<file path="src/rtl/sieve_host_pkg.sv">
// Shared types for the sieve host-side job initiator: FSM states, response
// status codes and the default request-volume limit.
package sieve_host_pkg;

  typedef enum logic [1:0] {
    IDLE,
    BUSY,
    RESP,
    DRAIN
  } state_t;

  typedef enum logic [1:0] {
    ST_OK      = 2'd0,
    ST_TIMEOUT = 2'd1,
    ST_RANGE   = 2'd2,
    ST_INSANE  = 2'd3
  } status_t;

  localparam int unsigned DEFAULT_MAX_VOLUME = 100;

endpackage

</file>
<file path="src/rtl/sieve_watchdog.sv">
// BUSY-cycle watchdog: counts enabled cycles, saturating at TIMEOUT_CYCLES, and
// flags the cycle that completes the TIMEOUT_CYCLES-th count (0 disables it).
module sieve_watchdog #(
  parameter int unsigned TIMEOUT_CYCLES = 65535
) (
  input  logic clk,
  input  logic rst_n,
  input  logic i_clear,
  input  logic i_enable,
  output logic o_expired
);

  localparam int unsigned W = (TIMEOUT_CYCLES < 2) ? 1 : $clog2(TIMEOUT_CYCLES + 1);
  localparam logic [W-1:0] SAT  = W'(TIMEOUT_CYCLES);
  localparam logic [W-1:0] LAST = (TIMEOUT_CYCLES == 0) ? '0 : W'(TIMEOUT_CYCLES - 1);

  logic [W-1:0] r_cnt;

  always_ff @(posedge clk or negedge rst_n) begin
    if (!rst_n) begin
      r_cnt <= '0;
    end else if (i_clear) begin
      r_cnt <= '0;
    end else if (i_enable && (r_cnt != SAT)) begin
      r_cnt <= r_cnt + W'(1);
    end
  end

  // Expiry is flagged during the last allowed cycle so the job is abandoned
  // after exactly TIMEOUT_CYCLES cycles of start.
  assign o_expired = (TIMEOUT_CYCLES != 0) && i_enable && (r_cnt == LAST);

endmodule

</file>
<file path="src/rtl/sieve_job_initiator.sv">
// Host-side initiator for the sieve core: accepts a volume request, runs the
// start/finished handshake with timeout and sanity checks, returns a response.
module sieve_job_initiator
  import sieve_host_pkg::*;
#(
  parameter int unsigned MAX_VOLUME     = DEFAULT_MAX_VOLUME,
  parameter int unsigned TIMEOUT_CYCLES = 65535,
  parameter int unsigned CNT_W          = 16
) (
  input  logic             clk,
  input  logic             reset,
  input  logic             req_valid,
  output logic             req_ready,
  input  logic [31:0]      req_volume,
  output logic             resp_valid,
  input  logic             resp_ready,
  output logic [31:0]      resp_count,
  output logic [1:0]       resp_status,
  output logic [31:0]      volume,
  output logic             start,
  input  logic             finished,
  input  logic [31:0]      count,
  output logic             busy,
  output logic [CNT_W-1:0] jobs_done
);

  localparam logic [31:0] MAX_VOL_L = 32'(MAX_VOLUME);

  state_t           r_state, w_state;
  logic [31:0]      r_volume, w_volume;
  logic             r_start, w_start;
  logic [31:0]      r_resp_count, w_resp_count;
  status_t          r_resp_status, w_resp_status;
  logic [CNT_W-1:0] r_jobs_done, w_jobs_done;
  logic             r_pend, w_pend;
  logic [31:0]      r_pend_vol, w_pend_vol;
  logic             w_wd_clear, w_wd_en, w_expired;

  assign w_wd_en    = (r_state == BUSY);
  assign w_wd_clear = (r_state != BUSY);

  sieve_watchdog #(
    .TIMEOUT_CYCLES(TIMEOUT_CYCLES)
  ) u_wd (
    .clk      (clk),
    .rst_n    (reset),
    .i_clear  (w_wd_clear),
    .i_enable (w_wd_en),
    .o_expired(w_expired)
  );

  always_ff @(posedge clk or negedge reset) begin
    if (!reset) begin
      r_state       <= IDLE;
      r_volume      <= '0;
      r_start       <= 1'b0;
      r_resp_count  <= '0;
      r_resp_status <= ST_OK;
      r_jobs_done   <= '0;
      r_pend        <= 1'b0;
      r_pend_vol    <= '0;
    end else begin
      r_state       <= w_state;
      r_volume      <= w_volume;
      r_start       <= w_start;
      r_resp_count  <= w_resp_count;
      r_resp_status <= w_resp_status;
      r_jobs_done   <= w_jobs_done;
      r_pend        <= w_pend;
      r_pend_vol    <= w_pend_vol;
    end
  end

  always_comb begin
    w_state       = r_state;
    w_volume      = r_volume;
    w_start       = r_start;
    w_resp_count  = r_resp_count;
    w_resp_status = r_resp_status;
    w_jobs_done   = r_jobs_done;
    w_pend        = r_pend;
    w_pend_vol    = r_pend_vol;
    case (r_state)
      IDLE: begin
        if (req_valid) begin
          if (req_volume > MAX_VOL_L) begin
            w_resp_count  = '0;
            w_resp_status = ST_RANGE;
            w_state       = RESP;
          end else if (finished) begin
            // Stale finished from an earlier job: hold the request until it clears.
            w_pend     = 1'b1;
            w_pend_vol = req_volume;
            w_state    = DRAIN;
          end else begin
            w_volume = req_volume;
            w_start  = 1'b1;
            w_state  = BUSY;
          end
        end
      end
      BUSY: begin
        if (finished) begin
          w_start       = 1'b0;
          w_resp_count  = count;
          w_resp_status = (count > r_volume) ? ST_INSANE : ST_OK;
          w_state       = RESP;
        end else if (w_expired) begin
          w_start       = 1'b0;
          w_resp_count  = '0;
          w_resp_status = ST_TIMEOUT;
          w_state       = RESP;
        end
      end
      RESP: begin
        if (resp_ready) begin
          w_jobs_done = r_jobs_done + CNT_W'(1);
          w_state     = finished ? DRAIN : IDLE;
        end
      end
      DRAIN: begin
        if (!finished) begin
          if (r_pend) begin
            w_volume = r_pend_vol;
            w_start  = 1'b1;
            w_pend   = 1'b0;
            w_state  = BUSY;
          end else begin
            w_state = IDLE;
          end
        end
      end
      default: w_state = IDLE;
    endcase
  end

  assign req_ready   = (r_state == IDLE);
  assign resp_valid  = (r_state == RESP);
  assign busy        = (r_state != IDLE);
  assign resp_count  = r_resp_count;
  assign resp_status = r_resp_status;
  assign volume      = r_volume;
  assign start       = r_start;
  assign jobs_done   = r_jobs_done;

endmodule

</file>
<file path="config.mk">
export PLATFORM = sky130hd
export DESIGN_NAME = sieve_job_initiator
export DESIGN_NICKNAME = d
export VERILOG_FILES = /design/src/rtl/sieve_host_pkg.sv /design/src/rtl/sieve_watchdog.sv /design/src/rtl/sieve_job_initiator.sv
export SDC_FILE = /design/constraint.sdc
export NUM_CORES = 1
export LEC_CHECK = 0
export ABC_AREA = 1
export CORE_UTILIZATION = 51
export CTS_CLUSTER_SIZE = 40
export DETAILED_ROUTE_END_ITERATION = 6
export MAX_ROUTING_LAYER = met4
export PLACE_DENSITY = 0.78
export SYNTH_ARGS = -nofsm -noshare
export SYNTH_HDL_FRONTEND = slang
export SYNTH_HIERARCHICAL = 1
export SYNTH_SLANG_ARGS = --single-unit
</file>
<file path="constraint.sdc">
create_clock -name clk -period 3.1 [get_ports clk]
set_clock_uncertainty 0.15 [all_clocks]
set_input_delay 0.775 -clock clk [delete_from_list [all_inputs] [get_ports clk]]
set_output_delay 0.775 -clock clk [all_outputs]
set_load 0.02 [all_outputs]
</file>
* Yosys cells after proc, flatten, opt, wreduce, memory -nomap -nowiden
Index checks and enable logic that the tools add are counted.
** Word-level totals
- Word-level logic and storage cells :: 86
- Input port bits :: 69
- Register bits :: 134
** Operators by class
- Bitwise logic cells :: 1
- Multiplexer cells :: 42
- Equal/unequal tests :: 15
- Reductions and logical operators :: 15
- Add/sub/neg operators :: 2
- Order comparisons :: 2
** Operators by type and width (count)
- 32-bit two-way mux :: 9
- 32-bit one-hot mux with 2 select lines :: 2
- 16-bit by 1-bit adder with 16-bit output, second input constant :: 2
- 32-bit > comparator :: 1
- 32-bit by 7-bit > comparator with 1-bit output, second input constant :: 1
- 16-bit two-way mux :: 2
- 2-bit two-way mux :: 13
- 16-bit == test, second input constant :: 1
- 16-bit inequality test, second input constant :: 1
- 1-bit two-way mux :: 12
- 4-bit AND reduction :: 3
- 2-bit inequality test, second input constant :: 5
- 2-bit by 1-bit inequality test with 1-bit output, second input constant :: 4
- 2-bit one-hot mux with 4 select lines :: 1
- 2-bit nonzero test :: 4
- 7-bit AND reduction :: 1
- 6-bit AND reduction :: 1
- 5-bit AND reduction :: 1
- 2-bit == test, second input constant :: 2
- 2-bit one-hot mux with 2 select lines :: 1
- 3-bit inequality test, second input constant :: 1
- 1-bit one-hot mux with 3 select lines :: 1
- 3-bit nonzero test :: 1
- 2-bit by 1-bit == test with 1-bit output, second input constant :: 1
- other kinds (5) :: 6

* Depth between registers and ports, before layout
Gate-level depths: netlist (run 1).
- Depth after elaboration :: 5
- Mapped depth :: 17
- Mapped depth without buffers :: 17

* Modules after synthesis
Netlist (run 1), hierarchy kept.
** Modules (own cells, without submodules)
- sieve_job_initiator :: times used 1, sequential area each 2952.8 um^2, area each 5740.5 um^2, cells each 608
- sieve_watchdog :: times used 1, sequential area each 400.4 um^2, area each 1099.8 um^2, cells each 156

* Worst setup path before layout (run 1)
Ideal clock, no wire load.
- Kind :: register -> register
- From :: reg r_state[1]
- To :: reg r_resp_count[22] (netlist: resp_count[22])
- Setup time :: 121 ps
- Stages on the path, launching flop included :: 12
- Slack :: 950 ps
- Data required time :: 2829 ps
- Arrival time :: 1879 ps
- Buffers on the path :: 1
- Cell sequence :: dfrtp_1 > inv_2 > nand2_1 > inv_1 > nand4_1 > nor4_1 > nor3_1 > o21bai_1 > nor2_2 > nand2_2 > buf_6 > a22o_1
** Between the ends
- Longest elaborated chain between the ends :: 4
- Elaborated cells on any way between the ends :: 9
- Those cells by class :: eq/ne (4); mux (1); reduce/logical (4)
** RTL lines
- from (decl) :: line sieve_job_initiator.sv:29 : state_t r_state, w_state;
- from (signal assigned) :: line sieve_job_initiator.sv:63 : r_state <= w_state;
- 2-bit by 1-bit == test with 1-bit output :: line sieve_job_initiator.sv:39 : assign w_wd_en = (r_state == BUSY);
- net w_wd_en :: line sieve_job_initiator.sv:37 : logic w_wd_clear, w_wd_en, w_expired;
- 1-bit logical AND :: line sieve_watchdog.sv:31 : assign o_expired = (TIMEOUT_CYCLES != 0) && i_enable && (r_cnt == LAST);
- net w_expired :: line sieve_job_initiator.sv:37
- 3-bit inequality test (no source line)
- 4-bit AND reduction (no source line)
- to (signal assigned) :: line sieve_job_initiator.sv:66 : r_resp_count <= w_resp_count;
- to (decl) :: line sieve_job_initiator.sv:32 : logic [31:0] r_resp_count, w_resp_count;
The timed path passes the listed nets, and every way through them passes these cells.
A chain may end at the register's enable or synchronous reset.

* Worst setup path after layout (run 1)
- From :: reg r_state[1]
- To :: out busy
** Between the ends
- Longest elaborated chain between the ends :: 1
** RTL lines
- 2-bit nonzero test :: line sieve_job_initiator.sv:139 : assign busy = (r_state != IDLE);
- to (decl) :: line sieve_job_initiator.sv:23 : output logic busy,
Every way passes these cells.

==> impl_metrics.py, run 1 <==
metrics = {
    "layout": {
        "syn2layout_area_growth_pct": 34.00,
        "drive_above_1_share": 0.07602,
        "layout.nets": 1025,
        "antennaDiodeCount": 0,
        "final_cells": 1106,
        "post-route-util": 0.7147,
        "final_common_cell": "nand2_1",
        "final_cell_mix": "nand2_1 (195), clkdlybuf4s50_1 (153), dfrtp_1 (134)",
    },
    "synthesis": {
        "ys.flop_type": "dfrtp_1",
        "ys_ff_latch": 134,
        "synthArstFlopShare": 1.000,
        "syn-num-nets": 868,
        "ys_top_cells_by_area": "dfrtp_1 (49%), nand2_1 (11%), ha_1 (6.4%), inv_1 (5.0%), a22o_1 (4.1%)",
        "synth_edf_count": 0,
        "yosys_warnings": 6,
        "synth_cell_types": 39,
        "yosysSeqAreaShare": 0.4902,
        "yosysTopAreaCell": "dfrtp_1",
        "synth_area_mm2": 0.006840,
        "synth.avg_cell_area_um2": 8.953,
        "synth_top_cell_area_share": 0.4902,
        "synth_cells": 764,
    },
    "clock_network": {
        "hold_buffers": 0,
        "cts_tree": "built",
        "htree_levels": 4,
        "clockBufferDepth": 2,
        "insertion_delay_ns": 0.42,
        "clk_pin_slew_worst_paths_ns": 0.06,
        "cts_setup_buffers": 0,
        "cts-buffers-inserted": 17,
        "cts_resized": 0,
        "numClockSinks": 134,
        "root_buffer": "clkbuf_16",
    },
    "floorplan": {
        "die_h_um": 117.8,
        "io_pins": 155,
        "die_x_um": 117.8,
        "fp-row-count": 41,
        "coreArea_mm2": 0.01282,
        "start_util": 0.5334,
        "dieArea_mm2": 0.01388,
    },
    "global_routing": {
        "antenna_found_initial": 0,
        "global_route.usage.met2": 0.4371,
        "grt_pass1_wl_mm": 29.28,
        "grt_start_max_net_pins": 66,
        "grt_pass1_vias": 5735,
        "globalRouteMet1Util": 0.3625,
        "grt_overflow": 0,
        "grtUsageMet3": 0.05766,
        "grt_util_all_layers": 0.2799,
        "grt-busiest-layer": "met2",
    },
    "timing": {
        "setup_viol": 0,
        "clock.fmax_mhz": 345.0,
        "slew_violations": 0,
        "finalHoldViolCount": 0,
        "worstMarginPinSlew_ns": 0.5117,
        "period_share": 0.9351,
        "slew_headroom": 0.6585,
        "finalCriticalPeriod_ns": 2.899,
        "setup_slack_ns": 0.2013,
        "setup_tns_ns": 0,
        "grt_setup_unrepaired": "false",
    },
    "pwr": {
        "ir_worst_vdd_v": 0.0004091,
        "leakage_nw": 4.643,
        "power.total_mw": 7.604,
        "power_density_mw_per_mm2": 829.6,
    },
    "routing": {
        "vias_per_cell": 5.257,
        "drtIter0Drc": 446,
        "drtAntennaViolNets": 0,
        "vias": 5814,
        "drtPass1Iterations": 5,
        "drc": 0,
        "wirelength_mm": 17.63,
        "wl_per_cell_um": 15.94,
    },
    "placement": {
        "dp_slack_ns": 0.2533,
        "hpwl_mm": 13.14,
        "dp.cells": 1074,
        "numPortBuffers": 154,
        "gp_congestion": 0.8577,
    },
    "setup_path": {
        "slowest_stage": "clkdlybuf4s50_1",
        "critPathArrivalTime_ns": 1.97,
        "crit_type": "reg2out",
        "cp-end-kind": "output port",
        "cpLargestDelayFamily": "buffers and inverters",
        "crit_chain": "nor2_1 -> inv_2 -> clkdlybuf4s50_1",
        "slowest_delay_ns": 0.56,
        "worstSetupStartpointType": "flop",
        "path_max_fanout": 6,
        "path_buf_inv": 2,
        "cp.required_ns": 2.17,
    },
    "hold_path": {
        "hold_path.class": "in2async",
    },
    "outcome": {
        "status": "finished clean",
    },
    "job": {
        "maxCapViolCount": 0,
    },
}
[layout make-up]
cell class / instances / area [um2]
repair buffers: 163 / 1632
clock inverters: 14 / 182.7
fillers: 985 / 3659
well taps: 172 / 215.2
multi-input cells: 511 / 3002
inverters: 94 / 352.8
clock buffers: 18 / 429.2
flip-flops and latches: 134 / 3353
[cell usage after synthesis, types with 12 or more instances]
cell type,n
ha_1,35
inv_1,92
o21ai_0,55
nand3_1,20
dfrtp_1,134
a21oi_1,18
a22o_1,32
nand4_1,16
clkbuf_1,12
nor2_1,49
mux2i_1,25
nand2_1,196
xor2_1,16
[layer usage]
layer / up-vias / part of all wire
li1: 2812 / -
met1: 2778 / 0.44
met2: 191 / 0.48
met3: 33 / 0.053
met4: 0 / 0.023
met5: - / 0
[metrics by stage]
step | cell area (um2) | hold slack [ns]
after global routing | 9166 | 0.1568
final | 9166 | 0.1392
after CTS | 9166 | 0.1429
after floorplan | 6840 | 0.2855
after detailed placement | 8554 | 0.3013
after global placement | 8554 | 0.2985
[registers in the layout (all words and copies together) (netlist names)]
signal       count
jobs_done       16
resp_status      2
r_state          2
r_pend           1
u_wd/r_cnt      16
volume          32
r_pend_vol      32
resp_count      32
start            1
[worst paths after layout]
| path | from | cells after the start | end | slack (ns) |
|---|---|---|---|---|
| max | r_state[1] | 3 | busy | 0.20 |
| min reg2reg | r_pend_vol[31] | 2 | r_pend_vol[31] | 0.32 |
| max in group asynchronous | reset | 2 | volume[30] | 1.87 |
| min | reset | 1 | r_pend_vol[21] | 0.14 |
| min in group clk | r_pend_vol[31] | 2 | r_pend_vol[31] | 0.32 |
| max reg2reg | u_wd/r_cnt[0] | 10 | resp_count[16] | 0.61 |
[kinds of logic after synthesis]
group                      share of synthesized area
buffers and inverters                        0.07170
DFF                                           0.4902
adders and majority gates                    0.06402
and+or+nand+nor                               0.2060
muxes                                        0.03658
AOI/OAI and AO/OA                             0.1046
xor gates and xnor gates                     0.02689
[where the power goes]
part / total (mW) / internal (mW) / leakage, nW / switching [mW]
combinational: 3.01 / 1.33 / 2.55 / 1.68
sequential: 2.50 / 2.14 / 1.80 / 0.365
clock: 2.09 / 1.34 / 0.300 / 0.750
total: 7.60 / 4.81 / 4.64 / 2.80
No activity file was read; power rests on OpenSTA's default activity.
==> inputs of run 2 (changes only) <==
Settings changed: CORE_MARGIN from default to 8, CORE_UTILIZATION 51 to 25, PLACE_DENSITY 0.78 to 0.43.
==> run 2 against run 1 <==
Count of clock-buffer cells in the layout fell by 1. Sequential power is essentially flat. Flip-flop and latch count is the same. Largest cell class unchanged. Largest power group unchanged.
==> impl_metrics.py, run 2 (synthesized netlist as in run 1, its figures left out) <==
metrics = {
    "outcome": {
        "status": "finished clean",
    },
    "floorplan": {
        "start_util": 0.2545,
        "dieArea_mm2": 0.03291,
        "coreArea_mm2": 0.02688,
        "die_h_um": 181.4,
        "die_x_um": 181.4,
        "fp-row-count": 60,
        "io_pins": 155,
    },
    "routing": {
        "wirelength_mm": 21.40,
        "drc": 0,
        "wl_per_cell_um": 16.76,
        "vias_per_cell": 4.341,
        "vias": 5544,
        "drtAntennaViolNets": 0,
        "drtIter0Drc": 374,
        "drtPass1Iterations": 4,
    },
    "timing": {
        "setup_tns_ns": 0,
        "finalHoldViolCount": 0,
        "setup_viol": 0,
        "period_share": 0.9265,
        "finalCriticalPeriod_ns": 2.872,
        "grt_setup_unrepaired": "false",
        "slew_violations": 0,
        "setup_slack_ns": 0.2280,
        "worstMarginPinSlew_ns": 0.5899,
        "slew_headroom": 0.6067,
        "clock.fmax_mhz": 348.2,
    },
    "setup_path": {
        "r2r_slack_ns": 0.60,
        "rr_worst_depth": 11,
        "timing.rr.start": "r_state[1]",
        "cp.required_ns": 2.17,
        "cp-end-kind": "output port",
        "worstSetupStartpointType": "flop",
        "crit_type": "reg2out",
        "path_max_fanout": 6,
        "critPathArrivalTime_ns": 1.95,
        "reg2reg_to": "resp_count[25]",
    },
    "layout": {
        "final_common_cell": "nand2_1",
        "final_cells": 1277,
        "final_cell_mix": "nand2_1 (194), clkdlybuf4s50_1 (153), dfrtp_1 (134)",
        "drive_above_1_share": 0.07914,
        "layout.nets": 1026,
        "syn2layout_area_growth_pct": 38.12,
    },
    "pwr": {
        "combPwrFrac": 0.402,
        "power_density_mw_per_mm2": 816.2,
        "pwr-share-seq": 0.325,
        "clockPowerShare": 0.272,
        "ir_worst_vdd_v": 0.0003747,
        "p_int_mw": 4.776,
        "leakage_nw": 4.669,
        "switching_share": 0.3806,
        "power_switching_mw": 2.935,
    },
    "global_routing": {
        "grt-busiest-layer": "met2",
        "grt_pass1_vias": 5500,
        "globalRouteMet1Util": 0.1883,
        "grt_util_all_layers": 0.1352,
        "grt_overflow": 0,
        "global_route.usage.met2": 0.1922,
        "grt_pass1_wl_mm": 33.49,
        "grtUsageMet3": 0.02774,
        "antenna_found_initial": 1,
        "grt_start_max_net_pins": 66,
    },
    "hold_path": {
        "hold_path.class": "in2async",
    },
    "placement": {
        "dp.cells": 1244,
        "gp_congestion": 0.8044,
        "hpwl_mm": 16.51,
        "numPortBuffers": 154,
        "dp_slack_ns": 0.1821,
    },
    "job": {
        "maxCapViolCount": 0,
    },
    "clock_network": {
        "hold_buffers": 0,
        "htree_levels": 4,
        "cts_resized": 0,
        "root_buffer": "clkbuf_16",
        "numClockSinks": 134,
        "insertion_delay_ns": 0.41,
        "clockBufferDepth": 2,
        "cts_setup_buffers": 0,
        "clk_pin_slew_worst_paths_ns": 0.07,
        "cts_tree": "built",
        "cts-buffers-inserted": 17,
    },
}
## run 2: cell count changes in the layout (fill, tap and decap cells not counted)
| cell | previous run | this run |
|---|---|---|
| buf_12 | 2 | 7 |
| buf_4 | 8 | 3 |
| clkinv_2 | 6 | 4 |
| clkinv_4 | 1 | 3 |
| inv_6 | 1 | 3 |
| buf_6 | 0 | 1 |
| bufinv_16 | 4 | 3 |
| clkbuf_1 | 1 | 0 |
| diode_2 | 0 | 1 |
| nand2_1 | 195 | 194 |
| nand2_2 | 7 | 8 |
## run 2: worst max-delay path, stage by stage (launching register included)
cell             delay [ns]
dfrtp_1                0.47
nor2_1                 0.36
inv_2                  0.14
clkdlybuf4s50_1        0.57
## run 2: power by group through the flow
| stage | Combinational (mW) | Sequential [mW] | Clock, mW |
|---|---|---|---|
| after floorplan | 1.31 | 2.87 | 0 |
| after global placement | 3.14 | 2.56 | 0 |
| after detailed placement | 3.16 | 2.55 | 0 |
| after CTS | 3.17 | 2.52 | 2.15 |
| after global routing | 3.41 | 2.58 | 2.23 |
| final | 3.10 | 2.51 | 2.10 |
## run 2: layout make-up
class,count,area (um2)
Antenna cell,1,2.502
Clock buffer,17,425.4
Clock inverter,15,177.7
Fill cell,2789,17430
Inverter,94,352.8
Multi-Input combinational cell,511,3004
Sequential cell,134,3353
Tap cell,341,426.7
Timing Repair Buffer,164,1705
## run 2: how the worst max path moves through the flow
| stage | cells after the start | start | slack (ns) | endpoint |
|---|---|---|---|---|
| 3_3_place_gp | 10 | req_volume[8] | 0.16 | volume[4] |
| 2_1_floorplan | 11 | r_state[1] | 0.95 | resp_count[22] |
| 4_1_cts | 3 | r_state[1] | 0.19 | busy |
| 3_5_place_dp | 10 | req_volume[8] | 0.18 | volume[13] |
| 6_report | 3 | r_state[1] | 0.23 | busy |
| 5_1_grt | 3 | r_state[1] | 0.18 | busy |
## run 2: metal layers
layer  part of all wire  up-vias
li1                   -     2800
met4              0.021        0
met3              0.037       26
met2               0.44      119
met1               0.50     2599
met5                  0        -
## run 2: per-stage QoR
step | util | area [um2] | power (mW) | hold slack, ns
2_1_floorplan | - | 6840 | 4.181 | 0.2855
3_3_place_gp | 0.3290 | 8842 | 5.700 | 0.2983
3_5_place_dp | 0.3290 | 8842 | 5.709 | 0.3011
4_1_cts | 0.3514 | 9445 | 7.847 | 0.1962
5_1_grt | 0.3515 | 9448 | 8.219 | 0.2048
6_report | 0.3515 | 9448 | 7.711 | 0.1777
==> inputs of run 3 (changes only) <==
Settings changed: CTS_BUF_LIST from default to sky130_fd_sc_hd__clkbuf_16.
==> results of run 3 <==
The final DEF is identical to that of run 2; final timing and power are the same.
